<file path="src/rtl/fb_rect_writer.sv">
// Rectangle fill engine for the VRAM frame buffer.
// Turns a corner/colour command into a row-major stream of single-pixel
// writes, issuing writes only while the blanking permission is high.
module fb_rect_writer #(
    parameter int SCREEN_WIDTH  = 640,
    parameter int SCREEN_HEIGHT = 360,
    parameter int ADDR_WIDTH    = 18,
    parameter int DATA_WIDTH    = 6
) (
    input  logic                  i_clk,
    input  logic                  i_rst,
    input  logic                  i_start,
    input  logic [9:0]            i_x0,
    input  logic [8:0]            i_y0,
    input  logic [9:0]            i_x1,
    input  logic [8:0]            i_y1,
    input  logic [DATA_WIDTH-1:0] i_colour,
    input  logic                  i_blank,
    output logic                  o_busy,
    output logic                  o_done,
    output logic [ADDR_WIDTH-1:0] o_addr,
    output logic [DATA_WIDTH-1:0] o_data,
    output logic                  o_write
);

    typedef enum logic [1:0] {IDLE, INIT, DRAW, DONE} state_t;

    localparam logic [9:0]            X_LAST = 10'(SCREEN_WIDTH - 1);
    localparam logic [8:0]            Y_LAST = 9'(SCREEN_HEIGHT - 1);
    localparam logic [10:0]           X_END  = 11'(SCREEN_WIDTH);
    localparam logic [9:0]            Y_END  = 10'(SCREEN_HEIGHT);
    localparam logic [ADDR_WIDTH-1:0] STRIDE = ADDR_WIDTH'(SCREEN_WIDTH);

    state_t                state_q, state_d;
    logic [9:0]            x0_q, x0_d, x1_q, x1_d, cx_q, cx_d;
    logic [8:0]            y0_q, y0_d, y1_q, y1_d, cy_q, cy_d;
    logic [DATA_WIDTH-1:0] colour_q, colour_d;
    logic [ADDR_WIDTH-1:0] row_base_q, row_base_d, cur_addr_q, cur_addr_d;
    logic                  busy_q, busy_d, done_q, done_d, write_q, write_d;
    logic [ADDR_WIDTH-1:0] addr_q, addr_d;
    logic [DATA_WIDTH-1:0] data_q, data_d;

    logic [9:0]            x1_clamp;
    logic [8:0]            y1_clamp;
    logic                  cmd_empty;
    logic [ADDR_WIDTH-1:0] first_addr;

    assign x1_clamp  = (i_x1 > X_LAST) ? X_LAST : i_x1;
    assign y1_clamp  = (i_y1 > Y_LAST) ? Y_LAST : i_y1;
    assign cmd_empty = (i_x0 > x1_clamp) || (i_y0 > y1_clamp) ||
                       ({1'b0, i_x0} >= X_END) || ({1'b0, i_y0} >= Y_END);
    // Single multiply: start address of the first row.
    assign first_addr = ADDR_WIDTH'(y0_q) * STRIDE + ADDR_WIDTH'(x0_q);

    // State and datapath registers; reset aborts any command in flight.
    always_ff @(posedge i_clk) begin
        if (i_rst) begin
            state_q    <= IDLE;
            x0_q       <= '0;
            x1_q       <= '0;
            cx_q       <= '0;
            y0_q       <= '0;
            y1_q       <= '0;
            cy_q       <= '0;
            colour_q   <= '0;
            row_base_q <= '0;
            cur_addr_q <= '0;
            busy_q     <= 1'b0;
            done_q     <= 1'b0;
            write_q    <= 1'b0;
            addr_q     <= '0;
            data_q     <= '0;
        end else begin
            state_q    <= state_d;
            x0_q       <= x0_d;
            x1_q       <= x1_d;
            cx_q       <= cx_d;
            y0_q       <= y0_d;
            y1_q       <= y1_d;
            cy_q       <= cy_d;
            colour_q   <= colour_d;
            row_base_q <= row_base_d;
            cur_addr_q <= cur_addr_d;
            busy_q     <= busy_d;
            done_q     <= done_d;
            write_q    <= write_d;
            addr_q     <= addr_d;
            data_q     <= data_d;
        end
    end

    // Next-state and output logic; write/done are single-cycle unless re-asserted.
    always_comb begin
        state_d    = state_q;
        x0_d       = x0_q;
        x1_d       = x1_q;
        cx_d       = cx_q;
        y0_d       = y0_q;
        y1_d       = y1_q;
        cy_d       = cy_q;
        colour_d   = colour_q;
        row_base_d = row_base_q;
        cur_addr_d = cur_addr_q;
        busy_d     = busy_q;
        done_d     = 1'b0;
        write_d    = 1'b0;
        addr_d     = addr_q;
        data_d     = data_q;
        case (state_q)
            IDLE: begin
                if (i_start) begin
                    x0_d     = i_x0;
                    y0_d     = i_y0;
                    x1_d     = x1_clamp;
                    y1_d     = y1_clamp;
                    colour_d = i_colour;
                    if (cmd_empty) begin
                        state_d = DONE;
                    end else begin
                        state_d = INIT;
                        busy_d  = 1'b1;
                    end
                end
            end
            INIT: begin
                row_base_d = first_addr;
                cur_addr_d = first_addr;
                cx_d       = x0_q;
                cy_d       = y0_q;
                state_d    = DRAW;
            end
            DRAW: begin
                // Without blanking permission everything holds (stall).
                if (i_blank) begin
                    write_d = 1'b1;
                    addr_d  = cur_addr_q;
                    data_d  = colour_q;
                    if (cx_q < x1_q) begin
                        cx_d       = cx_q + 10'd1;
                        cur_addr_d = cur_addr_q + 1'b1;
                    end else if (cy_q < y1_q) begin
                        cx_d       = x0_q;
                        cy_d       = cy_q + 9'd1;
                        row_base_d = row_base_q + STRIDE;
                        cur_addr_d = row_base_q + STRIDE;
                    end else begin
                        state_d = DONE;
                    end
                end
            end
            DONE: begin
                busy_d  = 1'b0;
                done_d  = 1'b1;
                state_d = IDLE;
            end
            default: state_d = IDLE;
        endcase
    end

    assign o_busy  = busy_q;
    assign o_done  = done_q;
    assign o_write = write_q;
    assign o_addr  = addr_q;
    assign o_data  = data_q;

endmodule

</file>
<file path="config.mk">
export PLATFORM = sky130hd
export DESIGN_NAME = fb_rect_writer
export DESIGN_NICKNAME = d
export VERILOG_FILES = /design/src/rtl/fb_rect_writer.sv
export SDC_FILE = /design/constraint.sdc
export NUM_CORES = 1
export LEC_CHECK = 0
export CORE_ASPECT_RATIO = 0.8
export CORE_MARGIN = 2
export CORE_UTILIZATION = 52
export CTS_CLUSTER_DIAMETER = 100
export DETAILED_ROUTE_END_ITERATION = 8
export HOLD_SLACK_MARGIN = 0.08
export PLACE_DENSITY = 0.77
export SLEW_MARGIN = 30
export SYNTH_ARGS = -nofsm -noshare
export SYNTH_HDL_FRONTEND = slang
export SYNTH_SLANG_ARGS = --single-unit
</file>
<file path="constraint.sdc">
create_clock -name i_clk -period 2.7 [get_ports i_clk]
set_clock_uncertainty 0.1 [all_clocks]
set_input_delay 0.81 -clock i_clk [delete_from_list [all_inputs] [get_ports i_clk]]
set_output_delay 0.81 -clock i_clk [all_outputs]
set_load 0.01 [all_outputs]
</file>
## Yosys cells after proc, flatten, opt, wreduce, memory -nomap -nowiden

Index checks and enable logic that the tools add are counted.

- Output and inout bits: 27
- Flip-flop bits (word level): 128
- Logic and storage cells: 81

- Add/sub/neg operators: 5
- Magnitude comparators: 8
- Multipliers: 1
- Equality and inequality tests: 10
- Reduce and logical (&&, ||, !) cells: 13
- Bitwise gates (word level): 1
- Multiplexer cells: 28

Operators by type and width:

| cell | count |
|---|---|
| 18-bit two-way mux | 5 |
| 18-bit one-hot mux with 2 select lines | 2 |
| 10-bit two-way mux | 4 |
| 9-bit two-way mux | 4 |
| 10-bit one-hot mux with 2 select lines | 1 |
| 18-bit by 1-bit adder with 18-bit output, second input constant | 1 |
| 18-bit by 10-bit adder with 18-bit output | 1 |
| 18-bit by 10-bit adder with 18-bit output, second input constant | 1 |
| 9-bit one-hot mux with 2 select lines | 1 |
| 2-bit inequality test, second input constant | 6 |
| 9-bit by 3-bit multiplier with 11-bit output, second input constant | 1 |
| 10-bit by 1-bit adder with 10-bit output, second input constant | 1 |
| 10-bit >= comparator, second input constant | 1 |
| 10-bit greater-than comparator | 1 |
| 10-bit greater-than comparator, second input constant | 1 |
| 10-bit < comparator | 1 |
| 2-bit two-way mux | 5 |
| 9-bit by 1-bit adder with 9-bit output, second input constant | 1 |
| 9-bit >= comparator, second input constant | 1 |
| 9-bit greater-than comparator | 1 |
| 9-bit greater-than comparator, second input constant | 1 |
| 9-bit < comparator | 1 |
| 2-bit one-hot mux with 4 select lines | 1 |
| 4-bit AND reduction | 2 |
| other kinds (12) | 21 |

## Logic depth before layout (Yosys ltp)

Gate-level depths: netlist of run 1.

- Depth in word-level cells: 9
- Mapped depth: 12
- Mapped depth without buffers: 12

## Least setup slack after synthesis of run 1

Ideal clock, no wire load.

- Kind: input to register
- Start point: input i_y1[4]
- End point: register busy_q, in the netlist o_busy
- Stages on the path: 11
- Setup slack: -190 ps
- Required time: 2467 ps
- Arrival: 2657 ps
- Setup time: 133 ps
- Path through: o211a_1 o21ai_0 nand2_1 ha_1 a21oi_1 nor2_1 nor2_1 nand3_1 a221oi_1 a21o_1 a31oi_1

- Cells in the longest elaborated chain, start to end: 8

Ends and longest elaborated chain:

| item | RTL line | source |
|---|---|---|
| start: declaration | 16 | `input logic [8:0] i_y1,` |
| 9-bit greater-than comparator | 49 | `assign y1_clamp = (i_y1 > Y_LAST) ? Y_LAST : i_y1;` |
| 9-bit two-way mux (*) | 49 |  |
| 9-bit greater-than comparator (*) | 50 | `assign cmd_empty = (i_x0 > x1_clamp) \|\| (i_y0 > y1_clamp) \|\|` |
| 1-bit logical OR (*) (2 in series) | 50 |  |
| 1-bit logical OR (*) | 51 | `({1'b0, i_x0} >= X_END) \|\| ({1'b0, i_y0} >= Y_END);` |
| 2-bit inequality test (no source line) (*) | - |  |
| 3-bit AND reduction (no source line) (*) | - |  |
| end signal: assignment | 84 | `busy_q <= busy_d;` |
| end: declaration | 39 | `logic busy_q, busy_d, done_q, done_d, write_q, write_d;` |

Mark *: on every way between the ends. The rest lies on a longest branch, timed or not.
A chain may end at the register's enable or synchronous reset.

## Worst setup path after layout of run 1

- Start point: register y0_q[3]
- End point: register row_base_q[16]

- Cells in the longest elaborated chain, start to end: 3

Ends and longest elaborated chain:

| item | RTL line | source |
|---|---|---|
| start: declaration | 36 | `logic [8:0] y0_q, y0_d, y1_q, y1_d, cy_q, cy_d;` |
| start signal: assignment | 78 | `y0_q <= y0_d;` |
| 9-bit by 3-bit multiplier with 11-bit output | 53 | `assign first_addr = ADDR_WIDTH'(y0_q) * STRIDE + ADDR_WIDTH'(x0_q);` |
| 18-bit by 10-bit adder with 18-bit output | 53 |  |
| 18-bit one-hot mux with 2 select lines | 109 | `case (state_q)` |
| end signal: assignment | 82 | `row_base_q <= row_base_d;` |
| end: declaration | 38 | `logic [ADDR_WIDTH-1:0] row_base_q, row_base_d, cur_addr_q, cur_addr_d;` |

No other way between the ends.

==> flow_summary.toml, run 1 <==
[detailed_routing]
wl_per_cell_um = 17.3
dr_total_vias = 7920
viasPerCell = 5.89
routed_wl_mm = 23.2
drt_iter0_drc = 901
ant_nets = 0
drc = 0
first_pass_iters = 6

[logic_synthesis]
ys.flop_type = "dfxtp_1"
synth_edf_count = 0
synth_seq_cells = 128
synthesis.yosys.warnings = 0
async_flop_share_pct = 0
synth_cell_type_count = 69
synth_area_um2 = 7670
syn_nets = 1089
seq_area_frac_synth_pct = 33.4
syn_inst = 977
syn_area_per_cell_um2 = 7.85

[sta]
slew_violations = 0
slew_headroom_pct = 60.5
fmax_mhz = 359
rsz0062_at_grt = "yes"
fin_crit_sh_pct = 103
setup_ws_ps = -83.6
period_needed_ps = 2780
setup_viol = 5
fin_tns_setup_ps = -218
worst_slew_pin_slew_ps = 592
hold_viol = 0

[job]
max_cap_viol_count = 0

[cts]
cts_sinks = 128
cts_buffers = 17
cts_hold_buf = 0
clk_latency_ps = 430
clockBufferDepth = 2
cts_tree = "yes"
clk_pin_slew_ps = 60
cts_max_level = 4
clock_tree.root_cell = "clkbuf_16"

[die]
io_pins = 75
row_count = 39
die_h_um = 113
coreArea_um2 = 14300
floorplan.initialDensity_pct = 53.4
fp.dieW_um = 140
die_area_um2 = 15700

[global_route]
grt_pass1_wl_mm = 35.7
overflow = 0
antenna_found_initial = 0
grt_pass1_vias = 7242
grt_usage_pct = 27.6
grt_max_degree = 120

[layout]
diodes = 0
fillers = 1072
final_core_util_pct = 72.6
layout_commonest_cell = "nand2_1"
final_cell_mix = "167 x nand2_1, 124 x buf_4, 120 x dfxtp_1"
fin_nets = 1259
design_area_um2 = 10400
drive_above_1_share_pct = 22.3
area_delta_synth_final_pct = 35.8

[worst_setup_path]
worst_setup_path_start_kind = "register"
r2r-start = "y0_q[3]"
path_class = "register to register"
end_kind = "register"
rrSetupSlack_ps = -80
reg2reg_to = "row_base_q[16]"
worst-path-max-fanout = 3
r2r_cells = 12
worstPathArrival_ps = 3020
crit_required_ps = 2940

[power_and_ir_drop]
fin_total_pwr_uw = 9160
p_leak_uw = 0.00408
vdd_drop_max_v = 0.000764
p_per_area_nw_per_um2 = 880

[run_status]
violations = "negative setup slack"
outcome = "finished, violations left"

[hold_path]
min_path_cells = 2
hold_path_class = "register to register"
holdPathEnd = "o_data[1]"
min-delay-start = "colour_q[1]"

[placed_design]
place_congestion = 0.894
placed_cell_area_um2 = 9250
dp_hpwl_mm = 15.0
post-place-ws_ps = -717
io_buffers = 74
[how the worst max path moves through the flow]
stage	slack [ps]	cells after the start	from	end
global route	-250	12	y0_q[3]	row_base_q[16]
global placement	-630	14	i_y1[4]	o_busy
CTS	-40	12	y0_q[3]	cur_addr_q[17]
finish	-80	12	y0_q[3]	row_base_q[16]
floorplan	-30	12	i_y1[4]	o_busy
detailed placement	-720	14	i_y1[4]	o_busy
[per-stage QoR]
stage / hold WS, ps / cells
2_1_floorplan: 332 / 977
3_3_place_gp: 343 / 1290
3_5_place_dp: 345 / 1290
4_1_cts: 356 / 1332
5_1_grt: 373 / 1344
6_report: 349 / 1344
[worst max-delay path: stages (launching register included)]
cell      delay (ps)
dfxtp_2          350
ha_4             270
ha_4             120
inv_2             40
fa_2             420
nor2b_4          140
o31a_1           190
nor4_1            60
a311oi_1         310
buf_4            180
xor2_1           140
nand2_1          120
a311oi_1         270
[Yosys cell counts (all sizes together), types with 3 or more instances]
cell	number	share of area [%]
a211o	3	0.34
a211oi	22	2.2
a21o	9	0.88
a21oi	100	6.5
a311oi	14	2.0
a31oi	6	0.49
and2	11	0.90
and3	5	0.41
buf	22	1.7
clkbuf	30	1.5
dfxtp	128	33
ha	62	10
inv	35	1.7
mux2	5	0.73
mux2i	9	1.2
nand2	167	8.2
nand2b	10	0.91
nand3	27	1.8
nand4	12	0.98
nor2	87	4.3
nor2b	17	1.4
nor3	18	1.2
nor4	3	0.24
o211a	3	0.39
o211ai	6	0.59
o21a	7	0.69
o21ai	60	4.0
o31ai	18	1.8
o41ai	4	0.65
or2	8	0.65
xnor2	19	2.2
xor2	14	1.6
[metal layers]
metal | track usage (%) | routed length, um | vias up
li1 | - | - | 3800
met1 | 38.1 | 10200 | 3691
met2 | 44.4 | 10900 | 380
met3 | 5.84 | 1780 | 49
met4 | 6.33 | 381 | 0
met5 | 0 | 0 | -
[cells by family after synthesis]
logic type	share of synthesized area, %
XOR/XNOR	3.77
AND/OR/NAND/NOR	21.7
adder cells (fa/ha/maj)	10.6
AO/OA/AOI/OAI	23.4
flip-flops	33.4
multiplexers	1.91
buffers and inverters	5.19
[timing repair]
item	CTS	global route
endpoints found under the hold margin	0	0
gates resized for setup	49	59
setup endpoints to repair	15	45
pin swaps	31	34
buffers inserted	10	12
[final cells by class]
class                      instances  area (um2)  area share, %
inverter                          36         135           1.30
clock inverter                    14         158           1.51
sequential                       128        2570           24.7
multi-input combinational        759        5120           49.2
timing repair buffer             205        1760           16.9
clock buffer                      18         439           4.22
tap                              184         230           2.21
[report_power, final]
part	internal (uW)	switching, uW	leakage (uW)
combinational	1830	2260	0.00275
sequential	2290	452	0.00105
clock	1400	938	0.000289
[state kept, by name, indices dropped and copies added, names as in the netlist]
register,cells
row_base_q,18
cx_q,10
o_done,1
colour_q,6
state_q,2
o_data,6
cur_addr_q,18
y0_q,9
cy_q,9
x1_q,10
y1_q,9
x0_q,10
o_busy,1
o_write,1
o_addr,18
(Power assumes the default switching activity.)
==> run 2, diff against run 1 <==
CORE_UTILIZATION = 50   (was 52)
PLACE_DENSITY = 0.74   (was 0.77)
==> run 2 against run 1 <==
  * The flow still finishes with violations (negative setup slack)
  * Die area grew 3.9%
  * Worst setup slack gained 2.2 ps
  * Sequential cell count is the same
  * Critical path depth shrank 1
  * Non-clock buffer count shrank 5
  * Sequential share of layout area grew 0.15 points
  * Largest cell class unchanged
==> flow_summary.toml, run 2 (same netlist as run 1, synthesis figures left out) <==
[run_status]
outcome = "finished, violations left"
violations = "negative setup slack"

[worst_setup_path]
worstPathArrival_ps = 3000
reg2reg_to = "cur_addr_q[14]"
r2r-start = "y0_q[3]"
startpoint = "y0_q[3]"
end_kind = "register"
crit_end = "cur_addr_q[14]"
path_class = "register to register"
rrSetupSlack_ps = -80
crit_required_ps = 2910
worst_setup_path_start_kind = "register"
worst-path-max-fanout = 4
r2r_cells = 11

[sta]
holdWs_ps = 350
setup_ws_ps = -81.4
slew_headroom_pct = 55.5
hold_viol = 0
rsz0062_at_grt = "yes"
slew_violations = 0
period_needed_ps = 2780
fmax_mhz = 360
worst_slew_pin_slew_ps = 662
setup_viol = 5
fin_crit_sh_pct = 103

[layout]
design_area_um2 = 10300
layout_commonest_cell = "nand2_1"
final_cell_mix = "167 x nand2_1, 120 x dfxtp_1, 118 x buf_4"
diodes = 0
fin_nets = 1254
drive_above_1_share_pct = 22.0
area_delta_synth_final_pct = 34.9
final_core_util_pct = 68.9

[die]
fp.dieW_um = 142
io_pins = 75
floorplan.initialDensity_pct = 51.1
die_h_um = 115
row_count = 40
die_area_um2 = 16300
coreArea_um2 = 15000

[detailed_routing]
drt_iter0_drc = 753
first_pass_iters = 6
wl_per_cell_um = 17.0
routed_wl_mm = 22.9
ant_nets = 0
drc = 0
viasPerCell = 5.84
dr_total_vias = 7854

[job]
max_cap_viol_count = 0

[cts]
cts_buffers = 17
clockBufferDepth = 2
cts_tree = "yes"
clk_latency_ps = 430
clock_tree.root_cell = "clkbuf_16"
cts_max_level = 4
cts_sinks = 128
cts_hold_buf = 0
clk_pin_slew_ps = 60

[power_and_ir_drop]
p_per_area_nw_per_um2 = 883
vdd_drop_max_v = 0.000499
p_leak_uw = 0.00403

[placed_design]
place_congestion = 0.914
placed_cell_area_um2 = 9230
dp_hpwl_mm = 15.0
post-place-ws_ps = -749
io_buffers = 74

[hold_path]
hold_path_class = "register to register"

[global_route]
grt_pass1_vias = 7261
grt_usage_pct = 27.3
grt_pass1_wl_mm = 35.8
antenna_found_initial = 0
overflow = 0
grt_max_degree = 120
-- run 2: cell count changes in the layout (fill, tap and decap cells not counted), moves of 3 or more --
cell      delta
clkinv_4     -3
buf_4        -6
nor2_1       +5
nor2_4       -3
-- run 2: cell type report --
cell class,instances,area (um2)
Timing Repair Buffer,200,1730
Multi-Input combinational cell,759,5070
Sequential cell,128,2570
Clock inverter,13,154
Fill cell,1170,4670
Tap cell,189,236
Inverter,36,135
Clock buffer,19,443
-- run 2: worst min path at each step --
stage | from | end | slack, ps | depth (start not counted)
2_1_floorplan | colour_q[0] | o_data[0] | 330 | 2
3_3_place_gp | o_addr[17] | o_addr[17] | 340 | 2
3_5_place_dp | colour_q[0] | o_data[0] | 350 | 2
4_1_cts | o_addr[1] | o_addr[1] | 350 | 2
5_1_grt | o_addr[1] | o_addr[1] | 370 | 2
6_report | colour_q[0] | o_data[0] | 350 | 2
-- run 2: layer usage --
layer | wire (um) | GRT usage (%) | up-vias | share of wire, %
li1 | - | - | 3795 | -
met2 | 10400 | 42.4 | 332 | 46
met4 | 424 | 7.79 | 0 | 1.9
met3 | 1700 | 6.16 | 40 | 7.5
met5 | 0 | 0 | - | 0
met1 | 10300 | 38.2 | 3687 | 45
-- run 2: where the power goes --
part           internal [uW]  total (uW)  switching [uW]
Sequential              2290        2720             436
Clock                   1400        2330             932
Combinational           1820        4080            2270
-- run 2: stage by stage --
| stage | TNS, ps | cells | power [uW] |
|---|---|---|---|
| CTS | -16.4 | 1336 | 8780 |
| finish | -164 | 1344 | 9140 |
| global route | -1050 | 1344 | 9640 |
| detailed placement | -2070 | 1290 | 6310 |
| global placement | -1400 | 1290 | 6230 |
| floorplan | -48.2 | 977 | 5070 |
-- run 2: worst max-delay path, stage by stage, from the launching register on --
cell      delay [ps]
dfxtp_4          360
ha_4             270
ha_4             120
inv_2             40
fa_2             390
xnor2_2          190
nand2b_1         150
nor3_4           270
nand2_1          100
xnor2_1          130
and2_1           200
o311a_1          350
-- run 2: repair_timing --
| item | CTS | global route |
|---|---|---|
| hold endpoints to repair | 0 | 0 |
| setup buffers | 14 | 6 |
| endpoints found under the setup margin | 11 | 35 |
| pin swaps | 25 | 40 |
| cloned | 0 | 2 |
| gates resized for setup | 48 | 52 |
